==> src/rtl/fp_pkg.sv <==
// Shared floating-point helpers: bias/limit functions, Regular-form field positions
// and the rounding-mode enumeration used by the converter and multiplier.
package fp_pkg;

    typedef enum logic {
        RND_TIES_AWAY,
        RND_NEAREST_EVEN
    } rnd_mode_e;

    localparam int FRAC_IDX_LO = 0;

    function automatic int bias(input int exp_width);
        return (1 << (exp_width - 1)) - 1;
    endfunction

    function automatic int exp_max(input int exp_width);
        return (1 << exp_width) - 1;
    endfunction

    // Regular form is {sign, exponent, fraction}, fraction in the low bits
    function automatic int sign_idx(input int exp_width, input int frac_width);
        return exp_width + frac_width;
    endfunction

    function automatic int exp_idx_hi(input int exp_width, input int frac_width);
        return exp_width + frac_width - 1;
    endfunction

    function automatic int exp_idx_lo(input int frac_width);
        return frac_width;
    endfunction

    function automatic int frac_idx_hi(input int frac_width);
        return frac_width - 1;
    endfunction

endpackage

==> src/rtl/floating_point_int_converter_lzc.sv <==
// Combinational leading-zero counter; an all-zero input reports WIDTH.
module leading_zero_counter #(
    parameter  int WIDTH = 32,
    localparam int CNT_W = $clog2(WIDTH + 1)
) (
    input  logic [WIDTH-1:0] value,
    output logic [CNT_W-1:0] count
);

    // Scanning upward lets the highest set bit win the priority
    always_comb begin
        count = CNT_W'(WIDTH);
        for (int i = 0; i < WIDTH; i++) begin
            if (value[i]) begin
                count = CNT_W'(WIDTH - 1 - i);
            end
        end
    end

endmodule

==> src/rtl/floating_point_int_converter.sv <==
// Three-stage signed-integer to Regular-form floating-point converter with ready/valid stall.
// Define FP_INT_CONVERTER_RNE_EN for round-to-nearest-even; default rounds ties away from zero.
module floating_point_int_converter
    import fp_pkg::*;
#(
    parameter  int EXP_WIDTH    = 8,
    parameter  int FRAC_WIDTH   = 23,
    parameter  int INT_WIDTH    = 32,
    localparam int FP_WIDTH_REG = 1 + EXP_WIDTH + FRAC_WIDTH
) (
    input  logic                    clk_i,
    input  logic                    rst_i,
    input  logic [INT_WIDTH-1:0]    int_i,
    input  logic                    valid_i,
    output logic                    ready_o,
    output logic [FP_WIDTH_REG-1:0] fp_o,
    output logic                    valid_o,
    input  logic                    ready_i
);

    localparam int BIAS        = bias(EXP_WIDTH);
    localparam int EXP_MAX     = exp_max(EXP_WIDTH);
    localparam int LZ_W        = $clog2(INT_WIDTH + 1);
    // Wide enough for BIAS + 63 even with very narrow exponents
    localparam int E_W         = (EXP_WIDTH + 2 > 9) ? EXP_WIDTH + 2 : 9;
    localparam int EXT_W       = INT_WIDTH + FRAC_WIDTH + 1;
    localparam int SIGN_IDX    = sign_idx(EXP_WIDTH, FRAC_WIDTH);
    localparam int EXP_IDX_HI  = exp_idx_hi(EXP_WIDTH, FRAC_WIDTH);
    localparam int EXP_IDX_LO  = exp_idx_lo(FRAC_WIDTH);
    localparam int FRAC_IDX_HI = frac_idx_hi(FRAC_WIDTH);

`ifdef FP_INT_CONVERTER_RNE_EN
    localparam rnd_mode_e RND_MODE = RND_NEAREST_EVEN;
`else
    localparam rnd_mode_e RND_MODE = RND_TIES_AWAY;
`endif

    logic advance;

    logic                    s1_valid;
    logic                    s1_sign;
    logic                    s1_zero;
    logic [INT_WIDTH-1:0]    s1_mag;

    logic [LZ_W-1:0]         s1_lz;
    logic [INT_WIDTH-1:0]    s2_norm_d;
    logic signed [E_W-1:0]   s2_exp_d;

    logic                    s2_valid;
    logic                    s2_sign;
    logic                    s2_zero;
    logic [INT_WIDTH-1:0]    s2_norm;
    logic signed [E_W-1:0]   s2_exp;

    logic [EXT_W-1:0]        ext;
    logic [FRAC_WIDTH-1:0]   frac_t;
    logic [FRAC_WIDTH-1:0]   frac_r;
    logic                    guard;
    logic                    sticky;
    logic                    round_up;
    logic                    carry;
    logic signed [E_W-1:0]   exp_r;
    logic [FP_WIDTH_REG-1:0] fp_d;

    // One global enable: the whole pipe freezes only when a held result is refused
    assign advance = ready_i | ~valid_o;
    assign ready_o = advance;

    always_ff @(posedge clk_i or posedge rst_i) begin
        if (rst_i) begin
            s1_valid <= 1'b0;
            s1_sign  <= 1'b0;
            s1_zero  <= 1'b0;
            s1_mag   <= '0;
        end else if (advance) begin
            s1_valid <= valid_i;
            s1_sign  <= int_i[INT_WIDTH-1];
            s1_zero  <= (int_i == '0);
            s1_mag   <= int_i[INT_WIDTH-1] ? -int_i : int_i;
        end
    end

    leading_zero_counter #(
        .WIDTH (INT_WIDTH)
    ) u_lzc (
        .value (s1_mag),
        .count (s1_lz)
    );

    assign s2_norm_d = s1_mag << s1_lz;
    assign s2_exp_d  = E_W'(BIAS + INT_WIDTH - 1) - $signed({{(E_W - LZ_W){1'b0}}, s1_lz});

    always_ff @(posedge clk_i or posedge rst_i) begin
        if (rst_i) begin
            s2_valid <= 1'b0;
            s2_sign  <= 1'b0;
            s2_zero  <= 1'b0;
            s2_norm  <= '0;
            s2_exp   <= '0;
        end else if (advance) begin
            s2_valid <= s1_valid;
            s2_sign  <= s1_sign;
            s2_zero  <= s1_zero;
            s2_norm  <= s2_norm_d;
            s2_exp   <= s2_exp_d;
        end
    end

    // Right-padding with zeros covers integers narrower than the fraction field
    assign ext      = {s2_norm[INT_WIDTH-2:0], {(FRAC_WIDTH + 2){1'b0}}};
    assign frac_t   = ext[EXT_W-1 -: FRAC_WIDTH];
    assign guard    = ext[EXT_W-1-FRAC_WIDTH];
    assign sticky   = |ext[EXT_W-2-FRAC_WIDTH:0];
    assign round_up = guard & ((RND_MODE == RND_TIES_AWAY) | sticky | frac_t[0]);
    assign {carry, frac_r} = {1'b0, frac_t} + {{FRAC_WIDTH{1'b0}}, round_up};
    assign exp_r    = s2_exp + $signed({{(E_W - 1){1'b0}}, carry});

    always_comb begin
        fp_d = '0;
        if (!s2_zero && s2_norm[INT_WIDTH-1]) begin
            fp_d[SIGN_IDX] = s2_sign;
            if (exp_r >= E_W'(EXP_MAX)) begin
                fp_d[EXP_IDX_HI:EXP_IDX_LO] = '1;
            end else begin
                fp_d[EXP_IDX_HI:EXP_IDX_LO]   = exp_r[EXP_WIDTH-1:0];
                fp_d[FRAC_IDX_HI:FRAC_IDX_LO] = frac_r;
            end
        end
    end

    always_ff @(posedge clk_i or posedge rst_i) begin
        if (rst_i) begin
            valid_o <= 1'b0;
            fp_o    <= '0;
        end else if (advance) begin
            valid_o <= s2_valid;
            fp_o    <= fp_d;
        end
    end

endmodule

==> config.mk <==
export PLATFORM = sky130hd
export DESIGN_NAME = floating_point_int_converter
export DESIGN_NICKNAME = d
export VERILOG_FILES = /design/src/rtl/fp_pkg.sv /design/src/rtl/floating_point_int_converter_lzc.sv /design/src/rtl/floating_point_int_converter.sv
export SDC_FILE = /design/constraint.sdc
export NUM_CORES = 1
export LEC_CHECK = 0
export BUFFER_PORTS_ARGS = -buffer_cell sky130_fd_sc_hd__buf_2
export CORE_MARGIN = 2
export CORE_UTILIZATION = 40
export DETAILED_ROUTE_END_ITERATION = 12
export PLACE_DENSITY = 0.58
export SETUP_SLACK_MARGIN = 0.2
export SLEW_MARGIN = 20
export SYNTH_ARGS = -nofsm -noshare
export SYNTH_HDL_FRONTEND = slang
export SYNTH_SLANG_ARGS = --single-unit
==> constraint.sdc <==
create_clock -name clk_i -period 3.53 [get_ports clk_i]
set_clock_uncertainty 0.1 [all_clocks]
set_input_delay 0.1765 -clock clk_i [delete_from_list [all_inputs] [get_ports clk_i]]
set_output_delay 0.1765 -clock clk_i [all_outputs]
set_load 0.01 [all_outputs]
## Word-level counts from Yosys, hierarchy flattened

Cells that the tools add are included.
Widths: inputs -> output; s select.

| cells by class | value |
|---|---|
| $add $sub $neg | 4 |
| $lt $le $gt $ge | 1 |
| shifts and indexed selects | 1 |
| mux-type cells | 36 |
| bitwise operators | 2 |
| reduce and logical (&&, ||, !) cells | 3 |

Operator list:

| kind | count |
|---|---|
| $mux 6 | 32 |
| $mux 32 | 2 |
| $logic_not 32->1 | 1 |
| $neg 32->32 | 1 |
| $shl 32x6->32 | 1 |
| $add 23x1->24 | 1 |
| $mux 23 | 1 |
| $add 10x2->10 | 1 |
| $ge 10x9->1 const B | 1 |
| $sub 8x6->9 const A | 1 |
| $mux 8 | 1 |
| $logic_and 1x1->1 | 1 |
| $logic_not 1->1 | 1 |
| $not 1->1 | 1 |
| $or 1x1->1 | 1 |

| storage, ports and cells | value |
|---|---|
| register bits after elaboration | 113 |
| input bits | 36 |
| word-level logic and storage cells | 58 |

## Depth between registers and ports, before layout

| logic depth | value |
|---|---|
| word-level depth | 33 |
| mapped depth | 16 |
| mapped depth without buffers | 15 |

## Cells and area by module

Synthesis repeated with hierarchy kept, for this count alone.

| second synthesis, totals | value |
|---|---|
| cells, all modules | 766 |
| area, all modules | 6964.2 um^2 |

By module, submodules not included:

| module | times used | cells each | area an instance (um^2) | sequential area each (um^2) |
|---|---|---|---|---|
| floating_point_int_converter | 1 | 701 | 6596.3 | 2602.5 |
| leading_zero_counter | 1 | 65 | 367.9 | 0.0 |

## Worst setup path after synthesis

OpenSTA, ideal clock, no wires.

| path | value |
|---|---|
| path kind | register to register |
| start point | register s2_norm[7] |
| end point | register fp_o[10] |
| data arrival time | 2754 ps |
| required time | 3297 ps |
| setup slack | 543 ps |
| cell stages (with the launch flop) | 17 |
| path buffers | 1 |
| cell sequence | dfrtp_1 ha_1 nand3_1 nor2_1 nand3_1 nor2b_1 nand2_1 nor2_1 ha_1 nand3_1 xor2_1 nor4_1 a21oi_1 nor2b_1 or2_2 clkbuf_1 o21ai_0 |

| on the way | value |
|---|---|
| cells in the longest elaborated chain, start to end | 5 |

RTL lines:

| what | line | text |
|---|---|---|
| from (decl) | floating_point_int_converter.sv:52 | `logic [INT_WIDTH-1:0] s2_norm;` |
| from (signal assigned) | floating_point_int_converter.sv:104 | `s2_norm <= s2_norm_d;` |
| $add 23x1->24 (*) | floating_point_int_converter.sv:115 | `assign {carry, frac_r} = {1'b0, frac_t} + {{FRAC_WIDTH{1'b0}}, round_up};` |
| $add 10x2->10 | floating_point_int_converter.sv:116 | `assign exp_r = s2_exp + $signed({{(E_W - 1){1'b0}}, carry});` |
| $ge 10x9->1 | floating_point_int_converter.sv:122 | `if (exp_r >= E_W'(EXP_MAX)) begin` |
| $mux 23 (*) | floating_point_int_converter.sv:122 |  |
| $mux 32 (*) | floating_point_int_converter.sv:120 | `if (!s2_zero && s2_norm[INT_WIDTH-1]) begin` |
| to (signal assigned) | floating_point_int_converter.sv:137 | `fp_o <= fp_d;` |
| to (decl) | floating_point_int_converter.sv:16 | `output logic [FP_WIDTH_REG-1:0] fp_o,` |

Mark *: on every way between the ends. The rest lies on a longest branch, timed or not.
A chain may end at the register's enable or synchronous reset.

## Worst setup path in the final report

| path | value |
|---|---|
| start point | register s1_mag[11] |
| end point | register s2_norm[15] |

| on the way | value |
|---|---|
| cells in the longest elaborated chain, start to end | 22 |

RTL lines:

| what | line | text |
|---|---|---|
| from (decl) | floating_point_int_converter.sv:43 | `logic [INT_WIDTH-1:0] s1_mag;` |
| from (signal assigned) | floating_point_int_converter.sv:79 | `s1_mag <= int_i[INT_WIDTH-1] ? -int_i : int_i;` |
| $mux 6 (21 in a row) | floating_point_int_converter_lzc.sv:14 | `if (value[i]) begin` |
| $shl 32x6->32 (*) | floating_point_int_converter.sv:90 | `assign s2_norm_d = s1_mag << s1_lz;` |

Marks and branches as above.

==> results.yml <==
outcome:
  status: "complete, no violations"
place:
  post-place-cells: 1138
  io_buffer_count: 69
  place_area_sq_um: 7950
  dpl.hpwl_microns: 14800
  gp_congestion: 0.985
timing:
  setup_violations: 0
  tns_ns: 0
  rsz0062_at_grt: "no"
  slew_violations: 0
  hold_viol: 0
  worst_pin_slew_ns: 0.959
  fmax_mhz: 311
  relSlewSlack_pct: 36.0
  finalCritPeriodShare_pct: 91.1
  post-route-min-period_ns: 3.22
worst_hold_path:
  min_path_cells: 3
  hold_class: "input pin to register"
  hold-path-endpoint: "s1_mag[0]"
  hold_start: "int_i[0]"
worst_setup_path:
  worstReg2RegEnd: "s2_norm[15]"
  reg2reg_slack_ns: 0.31
  worstSetupPathType: "register to register"
  cp.arrival_ns: 3.36
  crit_path_end_kind: "register"
  required_ns: 3.67
  reg2reg_depth: 10
  cp-start-kind: "register"
  cp_max_fo: 26
  critPathLaunch: "s1_mag[11]"
  r2r-start: "s1_mag[11]"
synth:
  synth.most_common_cell: "nand2_1"
  yosysTopAreaCellShare_pct: 36.5
  synth_cell_types: 72
  ys_seq_area_share_pct: 36.5
  synth_cells: 850
  synth_fp_nets: 892
  synth_area_sq_um: 7130
  synth_flop_cell: "dfrtp_1"
  synthTopCellsByCount: "nand2_1 (144), dfrtp_1 (104), o21ai_0 (87), nor2_1 (65), xor2_1 (41)"
  yosys.area.top_type: "dfrtp_1"
  yosys-top-cells-area: "dfrtp_1 (37%), nand2_1 (7.6%), o21ai_0 (6.1%)"
  yosysWarnings: 0
  synth_seq_cells: 104
  synth.avg_cell_area_sq_um: 8.38
  synth_edf_count: 0
  ys_async_sr_fraction_pct: 100
pwr:
  p_switching_mw: 2.83
  pwr-share-seq_pct: 32.6
  power.total_mw: 6.44
  p_leak_nw: 3.57
  clkPwrFrac_pct: 15.3
  comb_power_share_pct: 52.1
  p_int_mw: 3.61
  switching_share_pct: 43.9
  powerDensity_nw_per_um2: 769
  peakVddDrop_mv: 0.338
global_route:
  grt_start_max_net_pins: 84
  grt_pass1_vias: 6074
  grt_pass1_wl_microns: 32200
  antenna_found_initial: 0
  grt_usage_pct: 21.7
  grt_overflow: 0
drt:
  drt-total-wl_microns: 20200
  drt_iter0_markers: 554
  drcViolationCount: 0
  num_vias: 6553
  via_per_inst: 5.63
  antenna_left: 0
  wl_per_cell_microns: 17.4
  firstDrtPassIters: 6
cells_and_area:
  nets: 975
  antennaDiodeCount: 0
  area_growth_syn_to_layout_pct: 17.5
  fin_area_sq_um: 8370
  drive_gt1_share_pct: 21.5
  n_fill_cell: 1724
  instances_no_fill: 1163
clock_tree:
  cts_root_buf: "clkbuf_16"
  clk_latency_ns: 0.35
  cts.sinks: 104
  cts_made_buffers: 9
  cts_tree: "built"
  clockBufferDepth: 2
  path_clk_slew_ns: 0.07
  htree_num_levels: 3
die:
  rows: 48
  io_pins: 70
  die_h_microns: 137
  core_sq_um: 17400
  die_w_microns: 137
  die_area_sq_um: 18900
  start_util_pct: 41.1
run:
  drv_cap: 0
-- kinds of logic (layout without fill, tap and decap cells) --
family	count (synthesis)	after routing	synth area share (%)
simple gates	309	312	20.1
compound gates	244	244	22.8
flops	104	104	36.5
buf+inv	82	167	4.86
xor+xnor	57	57	7.01
mux	48	48	7.67
fa+ha+maj	6	6	1.05
-- registers in the layout (all words and copies together), names as in the netlist, 8 cells and up --
register and cells:
fp_o 32, s1_mag 32, s2_norm 25, s2_exp 8
-- cells in the final DEF (no fill, tap or decap), drive strengths merged, types with 4 or more instances in the layout --
cell type  count
a21o           9
or2            5
nand4          5
dfrtp        104
ha             6
nor2b          6
o211ai         7
nand2b         5
or4           10
xor2          41
nor2          65
a31oi          9
a211oi         6
nand3         19
mux4           4
o31ai         12
xnor2         16
inv           19
nand2        145
nor3          12
o22ai          6
clkinvlp       4
o21ai         93
o21a           5
o41ai          5
a22oi          9
buf          128
a22o           6
a21oi         33
mux2i         31
o32ai          5
a221oi         8
or3            5
clkbuf        12
mux2          13
nor4          14
and3          15
-- critical path: stages (launching register included) --
cell and delay [ns]:
dfrtp_1 0.51, or3_1 0.41, a221o_1 0.26, a21oi_1 0.22
o211ai_2 0.19, buf_12 0.21, and3_1 0.18, a31oi_1 0.14
o21ai_1 0.17, mux4_2 0.51, a22o_1 0.21
-- stage by stage --
step | util, % | hold slack [ns] | setup slack [ns]
2_1_floorplan | - | 0.189 | 0.521
3_3_place_gp | 45.8 | 0.281 | 0.256
3_5_place_dp | 45.8 | 0.285 | 0.153
5_1_grt | 48.2 | 0.0289 | 0.164
6_report | 48.2 | 0.0207 | 0.313
4_1_cts | 47.5 | 0.0164 | 0.250
-- final cells by class --
| type | instances | area (sq um) | share of cell area [%] |
|---|---|---|---|
| clock inverter | 4 | 28.8 | 0.344 |
| tap | 225 | 282 | 3.36 |
| inverter | 20 | 83.8 | 1.00 |
| multi-input combinational | 667 | 4260 | 50.9 |
| sequential | 104 | 2610 | 31.2 |
| timing repair inverter | 1 | 5.00 | 0.0598 |
| clock buffer | 12 | 256 | 3.06 |
| timing repair buffer | 130 | 846 | 10.1 |
-- power groups by stage --
stage                     registers [mW]  clock network, mW  logic, mW
after global routing                2.18               1.06       3.69
after global placement              2.10                  0       3.26
after floorplan                     2.00                  0       2.19
after detailed placement            2.11                  0       3.26
final                               2.10              0.982       3.36
after CTS                           2.09               1.00       3.27
-- worst max path at each step --
stage | to | slack [ns] | depth (start not counted)
floorplan | fp_o[0] | 0.52 | 1
global placement | fp_o[8] | 0.26 | 15
detailed placement | fp_o[11] | 0.15 | 15
CTS | fp_o[11] | 0.25 | 15
global route | fp_o[3] | 0.16 | 15
finish | s2_norm[15] | 0.31 | 10
-- routing by layer --
layer	global-route usage, %	vias up	part of all wire (%)
li1	-	3245	-
met1	31.0	3074	48
met2	33.6	200	46
met3	3.75	34	4.1
met4	6.19	0	2.2
met5	0	-	0
-- repair_timing --
item,4_1_cts,5_1_grt
endpoints found under the setup margin,23,38
endpoints found under the hold margin,1,81
resized for setup,1,20
pin swaps,0,4
buffers inserted,0,3
hold buffers,1,1
cloned,0,4
Power figures use the tool's default switching activity.
